===== config.mk =====
export PLATFORM = sky130hd
export DESIGN_NAME = du_host_link
export DESIGN_NICKNAME = d
export VERILOG_FILES = /design/src/rtl/du_host_link.sv
export SDC_FILE = /design/constraint.sdc
export NUM_CORES = 1
export LEC_CHECK = 0
export ABC_AREA = 1
export CORE_MARGIN = 4
export CORE_UTILIZATION = 40
export CTS_CLUSTER_DIAMETER = 100
export DETAILED_ROUTE_END_ITERATION = 8
export DONT_BUFFER_PORTS = 1
export SETUP_SLACK_MARGIN = 0.1
export SYNTH_ARGS = -nofsm -noshare
export SYNTH_HDL_FRONTEND = slang
export SYNTH_SLANG_ARGS = --single-unit

===== constraint.sdc =====
create_clock -name i_clock -period 5.65 [get_ports i_clock]
set_input_delay 0.8475 -clock i_clock [delete_from_list [all_inputs] [get_ports i_clock]]
set_output_delay 0.8475 -clock i_clock [all_outputs]
set_load 0.005 [all_outputs]

===== src/rtl/du_host_link.sv =====
// Host-side sequencer for the debug-unit UART protocol: downloads a program,
// then collects and reassembles the 32-bit debug dump returned after halt.
module du_host_link #(
    parameter int NB_DATA        = 32,
    parameter int ADDRWIDTH      = 7,
    parameter int NUM_DUMP_WORDS = 162,
    parameter int TIMEOUT_CYCLES = 1000000
) (
    input  logic                 i_clock,
    input  logic                 i_reset,
    input  logic                 i_start,
    input  logic [7:0]           i_num_instr,
    input  logic [7:0]           i_mode,
    output logic [ADDRWIDTH-1:0] o_prog_addr,
    input  logic [NB_DATA-1:0]   i_prog_data,
    output logic [7:0]           o_tx_data,
    output logic                 o_tx_start,
    input  logic                 i_tx_done_tick,
    input  logic [7:0]           i_rx_data,
    input  logic                 i_rx_done_tick,
    output logic [NB_DATA-1:0]   o_dump_word,
    output logic                 o_dump_valid,
    output logic [7:0]           o_dump_index,
    output logic                 o_busy,
    output logic                 o_done,
    output logic                 o_error
);

    localparam int TW = $clog2(TIMEOUT_CYCLES + 1);
    localparam logic [TW-1:0] TMO_LAST = TW'(TIMEOUT_CYCLES - 1);
    localparam logic [7:0] LAST_WORD = 8'(NUM_DUMP_WORDS - 1);

    typedef enum logic [2:0] {
        IDLE, SEND_CNT, SEND_INSTR, SEND_MODE, TX_WAIT, RECV, DONE, ERR
    } state_t;

    typedef enum logic [1:0] {K_CNT, K_INSTR, K_MODE} kind_t;

    state_t                state, state_n;
    kind_t                 kind, kind_n;
    logic [7:0]            num, num_n;
    logic [7:0]            mode, mode_n;
    logic [7:0]            instr_cnt, instr_n;
    logic [1:0]            byte_sel, sel_n;
    logic [ADDRWIDTH-1:0]  prog_addr, addr_n;
    logic [7:0]            tx_data, tx_data_n;
    logic                  tx_start, tx_start_n;
    logic [NB_DATA-1:0]    shift, shift_n;
    logic [1:0]            rx_cnt, rx_cnt_n;
    logic [7:0]            word_idx, widx_n;
    logic [TW-1:0]         timer, timer_n;
    logic [NB_DATA-1:0]    dump_word, dword_n;
    logic                  dump_valid, dvalid_n;
    logic [7:0]            dump_index, dindex_n;
    logic                  busy, busy_n;
    logic                  done, done_n;
    logic                  error, error_n;
    logic [7:0]            instr_byte;

    always_comb begin
        instr_byte = i_prog_data[7:0];
        unique case (byte_sel)
            2'd0:    instr_byte = i_prog_data[NB_DATA-1 -: 8];
            2'd1:    instr_byte = i_prog_data[NB_DATA-9 -: 8];
            2'd2:    instr_byte = i_prog_data[NB_DATA-17 -: 8];
            default: instr_byte = i_prog_data[7:0];
        endcase
    end

    always_ff @(posedge i_clock or posedge i_reset) begin
        if (i_reset) begin
            state      <= IDLE;
            kind       <= K_CNT;
            num        <= '0;
            mode       <= '0;
            instr_cnt  <= '0;
            byte_sel   <= '0;
            prog_addr  <= '0;
            tx_data    <= '0;
            tx_start   <= 1'b0;
            shift      <= '0;
            rx_cnt     <= '0;
            word_idx   <= '0;
            timer      <= '0;
            dump_word  <= '0;
            dump_valid <= 1'b0;
            dump_index <= '0;
            busy       <= 1'b0;
            done       <= 1'b0;
            error      <= 1'b0;
        end else begin
            state      <= state_n;
            kind       <= kind_n;
            num        <= num_n;
            mode       <= mode_n;
            instr_cnt  <= instr_n;
            byte_sel   <= sel_n;
            prog_addr  <= addr_n;
            tx_data    <= tx_data_n;
            tx_start   <= tx_start_n;
            shift      <= shift_n;
            rx_cnt     <= rx_cnt_n;
            word_idx   <= widx_n;
            timer      <= timer_n;
            dump_word  <= dword_n;
            dump_valid <= dvalid_n;
            dump_index <= dindex_n;
            busy       <= busy_n;
            done       <= done_n;
            error      <= error_n;
        end
    end

    always_comb begin
        state_n    = state;
        kind_n     = kind;
        num_n      = num;
        mode_n     = mode;
        instr_n    = instr_cnt;
        sel_n      = byte_sel;
        addr_n     = prog_addr;
        tx_data_n  = tx_data;
        tx_start_n = 1'b0;
        shift_n    = shift;
        rx_cnt_n   = rx_cnt;
        widx_n     = word_idx;
        timer_n    = timer;
        dword_n    = dump_word;
        dvalid_n   = 1'b0;
        dindex_n   = dump_index;
        busy_n     = busy;
        done_n     = done;
        error_n    = error;

        unique case (state)
            IDLE, DONE, ERR: begin
                // done/busy settle one cycle after the final strobe
                if (state == DONE) begin
                    done_n = 1'b1;
                    busy_n = 1'b0;
                end
                if (i_start) begin
                    num_n   = i_num_instr;
                    mode_n  = i_mode;
                    done_n  = 1'b0;
                    error_n = 1'b0;
                    addr_n  = '0;
                    instr_n = '0;
                    sel_n   = '0;
                    busy_n  = 1'b1;
                    state_n = SEND_CNT;
                end
            end
            SEND_CNT: begin
                tx_data_n  = num;
                tx_start_n = 1'b1;
                kind_n     = K_CNT;
                state_n    = TX_WAIT;
            end
            SEND_INSTR: begin
                tx_data_n  = instr_byte;
                tx_start_n = 1'b1;
                kind_n     = K_INSTR;
                state_n    = TX_WAIT;
            end
            SEND_MODE: begin
                tx_data_n  = mode;
                tx_start_n = 1'b1;
                kind_n     = K_MODE;
                state_n    = TX_WAIT;
            end
            TX_WAIT: begin
                // a tick coincident with our own start belongs to the old byte
                if (i_tx_done_tick && !tx_start) begin
                    unique case (kind)
                        K_CNT: begin
                            state_n = (num == 8'd0) ? SEND_MODE : SEND_INSTR;
                        end
                        K_INSTR: begin
                            if (byte_sel == 2'd3) begin
                                sel_n   = '0;
                                addr_n  = prog_addr + 1'b1;
                                instr_n = instr_cnt + 8'd1;
                                state_n = (instr_n == num) ? SEND_MODE
                                                           : SEND_INSTR;
                            end else begin
                                sel_n   = byte_sel + 2'd1;
                                state_n = SEND_INSTR;
                            end
                        end
                        default: begin
                            rx_cnt_n = '0;
                            widx_n   = '0;
                            timer_n  = '0;
                            shift_n  = '0;
                            state_n  = RECV;
                        end
                    endcase
                end
            end
            RECV: begin
                if (i_rx_done_tick) begin
                    shift_n  = {shift[NB_DATA-9:0], i_rx_data};
                    timer_n  = '0;
                    rx_cnt_n = rx_cnt + 2'd1;
                    if (rx_cnt == 2'd3) begin
                        dword_n  = shift_n;
                        dvalid_n = 1'b1;
                        dindex_n = word_idx;
                        widx_n   = word_idx + 8'd1;
                        if (word_idx == LAST_WORD) begin
                            state_n = DONE;
                        end
                    end
                end else if (timer == TMO_LAST) begin
                    rx_cnt_n = '0;
                    shift_n  = '0;
                    error_n  = 1'b1;
                    busy_n   = 1'b0;
                    state_n  = ERR;
                end else begin
                    timer_n = timer + 1'b1;
                end
            end
            default: state_n = IDLE;
        endcase
    end

    assign o_prog_addr  = prog_addr;
    assign o_tx_data    = tx_data;
    assign o_tx_start   = tx_start;
    assign o_dump_word  = dump_word;
    assign o_dump_valid = dump_valid;
    assign o_dump_index = dump_index;
    assign o_busy       = busy;
    assign o_done       = done;
    assign o_error      = error;

endmodule


[Yosys cells after proc, flatten, opt, wreduce, memory -nomap -nowiden]
Cells that the tools add are included.
Word-level totals
  flip-flop bits (word level): 145
  input port bits: 61
Operators by class
  add/sub/neg operators: 6
  equal/unequal tests: 29
  muxes and demuxes: 64
  reductions and logical operators: 25
Operators with widths (count)
  $mux W24: 4
  $mux W20: 4
  $mux W8: 8
  $pmux W24 S2: 1
  $pmux W8 S3: 2
  $pmux W20 S2: 1
  $pmux W8 S2: 2
  $mux W7: 4
  $add A20 B1 Y20 const B: 1
  $eq A20 B20 Y1 const B: 1
  $reduce_and A4 Y1: 5
  $mux W3: 6
  $ne A2 B2 Y1 const B: 9
  $add A8 B1 Y8 const B: 2
  $mux W1: 16
  $mux W2: 8
  $ne A3 B3 Y1 const B: 5
  $reduce_and A5 Y1: 3
  $pmux W7 S2: 1
  $eq A3 B3 Y1 const B: 4
  $pmux W3 S4: 1
  $eq A8 B8 Y1: 1
  $eq A8 B8 Y1 const B: 1
  $logic_not A8 Y1: 1
  other kinds (20): 33

[Logic depth before layout (Yosys ltp)]
  depth in word-level cells: 7
  mapped depth: 13
  mapped depth without buffers: 13

[Least setup slack after synthesis]
OpenSTA, ideal clock, no wires.
  path type: in2reg
  start: input i_tx_done_tick
  end: register timer[6]
  data arrival time: 1.757 ns
  setup slack: 3.817 ns
  cell stages on the path: 9
  cells stage by stage: nand2_1 > a21oi_2 > inv_2 > nor2_4 > inv_4 > nand2_4 > buf_6 > nand4_1 > o21ai_1
On the way
  longest elaborated chain between the ends: 3
Ends and longest elaborated chain
  start: declaration: line 18  | input logic i_tx_done_tick,
  $logic_and A1 B1 Y1: line 174  | if (i_tx_done_tick && !tx_start) begin
  $ne A2 B2 Y1 (no source line)
  $reduce_and A4 Y1 (no source line)
  end signal: assignment: line 104  | timer <= timer_n;
  end: declaration: line 51  | logic [TW-1:0] timer, timer_n;
No other way between the ends.
A chain may end at the register's enable or synchronous reset.

[Worst setup path in the final report]
  start: register state[0]
  end: register dump_index[2] (netlist: o_dump_index[2])
On the way
  longest elaborated chain between the ends: 2
Ends and longest elaborated chain
  start: declaration: line 39  | state_t state, state_n;
  start signal: assignment: line 92  | state <= state_n;
  $eq A3 B3 Y1: line 135  | unique case (state)
  $reduce_and A3 Y1 (no source line)
  end signal: assignment: line 107  | dump_index <= dindex_n;
  end: declaration: line 54  | logic [7:0] dump_index, dindex_n;
No other way between the ends.

==> reports/results.ini <==
[floorplan]
core_area_sq_mm=0.0173
ios=121
die_y_microns=141
start_util_pct=40.7
core.rowCount=48
dieArea_sq_mm=0.0198
die_w_microns=141

[route]
routed_wirelength_mm=17.2
drc=0
drt_iter0_markers=329
postRouteAntennaNets=0
vias=5632
wl_per_cell_microns=15.8
firstDrtPassIters=5
avgViaCountPerCell=5.18

[yosys]
netlist_area_sq_mm=0.00704
synth.area.top_cells=dfrtp_1 (52%), nand2_1 (16%), o21ai_0 (4.5%)
synth_top_family_by_area=simple AND/OR/NAND/NOR gates
synthAdderAreaFrac_pct=1.78
yosysTopAreaCellShare_pct=51.5
ys.warnings.count=0
synth_compound_area_share_pct=12.1
synth_area_leader_cell=dfrtp_1
synth-main-ff-cell=dfrtp_1
synth-edff-count=0
synth.mux.area_fraction_pct=0
syn_inst=858
ys_async_sr_fraction_pct=100
synth_nets=929
syn_area_per_cell_sq_um=8.21
synthSimpleGateAreaFrac_pct=26.7
synth_seq_cells=145
synth.distinct_cells=45
seq_area_frac_synth_pct=51.5
synth_xor_area_share_pct=1.62

[power]
p_int_mw=2.34
power_density_mw_per_mm2=501
peakVddDrop_mv=0.239
p_leak_nw=3.76
switching_power_mw=1.57
seq_power_share_pct=39.9
swShare_pct=40.2
combPwrFrac_pct=30.8
power_frac_clock_pct=29.3

[timing]
setup_violations=0
setup_ws_ns=3.04
grt_setup_unrepaired=no
fin_crit_sh_pct=46.2
final-max-slew-violation-count=0
relSlewSlack_pct=32.1
hold_viol_final=0
worst_pin_slew_ns=1.02
setup-tns-final_ns=0
period_minus_slack_ns=2.61
skew_ns=0.0114
max_clock_freq_mhz=383

[placement]
place_congestion=0.856
portBuffers=0
dp_slack_ns=2.97
place_area_sq_mm=0.00719
hpwl_mm=12.1

[clock_network]
clk_pin_slew_ns=0.06
post_cts_resized=0
clock_sinks=145
cts_tree=built
cts_max_path_buffers=2
numCtsBuffers=17
ctsHoldBuffers=0
postCtsSetupBuffers=0
cts-htree-levels=4
insertion_delay_ns=0.42
cts-root-buf=clkbuf_16

[critical_path]
r2r_start=state[0]
cpPeakStageDelay_ns=0.57
worstSetupPathType=reg -> reg
cp_cell_sequence=inv_2 -> nor2_8 -> inv_2 -> nor2_2 -> inv_2 -> o21ai_0
reg2reg_slack_ns=3.04
reg2reg_to=o_dump_index[2]
worstSetupEndpointType=flop
crit_top_cell=inv_2
crit_family=simple AND/OR/NAND/NOR gates
arrival_ns=2.92
r2r_cells=6
critPathMaxFanout=43
critical_path_required_ns=5.96
cpMaxStageDelayCell=dfrtp_1
cp-start-kind=flop
path_buf_inv=3

[cells_and_area]
final_cell_mix=nand2_1 (298), dfrtp_1 (145), inv_1 (64)
finalNetCount=920
syn_to_final_growth_pct=10.7
final_area_sq_mm=0.00779
final_common_cell=nand2_1
antenna_cells=0
layout-drive-gt1-share_pct=7.89
fin_util_pct=45.1

[grt]
grt_pass1_vias=5302
track_usage_pct=17.5
grt_pass1_wl_mm=27.9
grt_max_degree=80
grt_overflow=0
antenna_found_initial=0

[status]
status=finished clean

[flow_run]
drv_cap=0

[worst_hold_path]
hp-class=in -> async

-- synth_stat cells (all sizes together), types with 2 or more instances --
cell    number
nor3        10
o22ai        7
dfrtp      145
a32o         2
o21ai       74
inv         78
o221ai       6
nor2        47
nor4         2
nand3       51
buf         18
o31ai        6
clkbuf      11
nand2      306
a31oi       12
xor2        12
nand4       17
ha          10
o32ai        2
and3         3
a21oi       31
-- state kept, by name, summed over array words and instances (netlist names), 3 cells and up --
register and count:
o_prog_addr 7, shift 24, state 3, o_dump_index 8
o_dump_word 32, num 8, mode 8, timer 20
o_tx_data 8, instr_cnt 8, word_idx 8
-- cells by family (layout without fill, tap and decap cells) --
kind of cell,count (synthesis),count (layout)
simple gates,438,438
compound gates,145,145
flops,145,145
buf+inv,107,111
xor+xnor,13,13
fa+ha+maj,10,10
-- metal layers --
| metal | track usage, % | part of all wire, % | vias up |
|---|---|---|---|
| met1 | 25.0 | 47 | 2646 |
| li1 | - | - | 2811 |
| met2 | 25.8 | 45 | 158 |
| met3 | 5.33 | 6.7 | 17 |
| met5 | 0 | 0 | - |
| met4 | 5.30 | 1.5 | 0 |
-- worst max-delay path by stage --
stage,start,end,slack [ns],cells past startpoint
floorplan,i_reset,byte_sel[0],0.91,1
global placement,state[0],word_idx[0],3.13,7
detailed placement,state[0],o_dump_index[2],2.97,6
CTS,state[0],o_dump_index[2],2.96,6
global route,state[0],word_idx[0],2.70,7
finish,state[0],o_dump_index[2],3.04,6
-- per-stage QoR --
stage,power [mW],cells,hold slack (ns)
final,3.91,1087,0.415
after global placement,2.77,1055,0.454
after global routing,4.19,1087,0.484
after detailed placement,2.78,1055,0.459
after floorplan,2.49,858,0.442
after CTS,3.94,1087,0.442
-- layout make-up --
type / instances / area [sq um]
Fill cell: 1701 / 9500
Multi-Input combinational cell: 606 / 2970
Clock inverter: 14 / 173
Sequential cell: 145 / 3630
Tap cell: 225 / 282
Clock buffer: 18 / 429
Inverter: 78 / 300
Timing Repair Buffer: 1 / 7.51
-- power by group through the flow --
| stage | Sequential, mW | Clock (mW) | Combinational (mW) |
|---|---|---|---|
| floorplan | 1.49 | 0 | 1.00 |
| global placement | 1.58 | 0 | 1.19 |
| detailed placement | 1.58 | 0 | 1.21 |
| CTS | 1.56 | 1.17 | 1.21 |
| global route | 1.60 | 1.21 | 1.38 |
| finish | 1.56 | 1.15 | 1.20 |
Power figures use the tool's default switching activity.
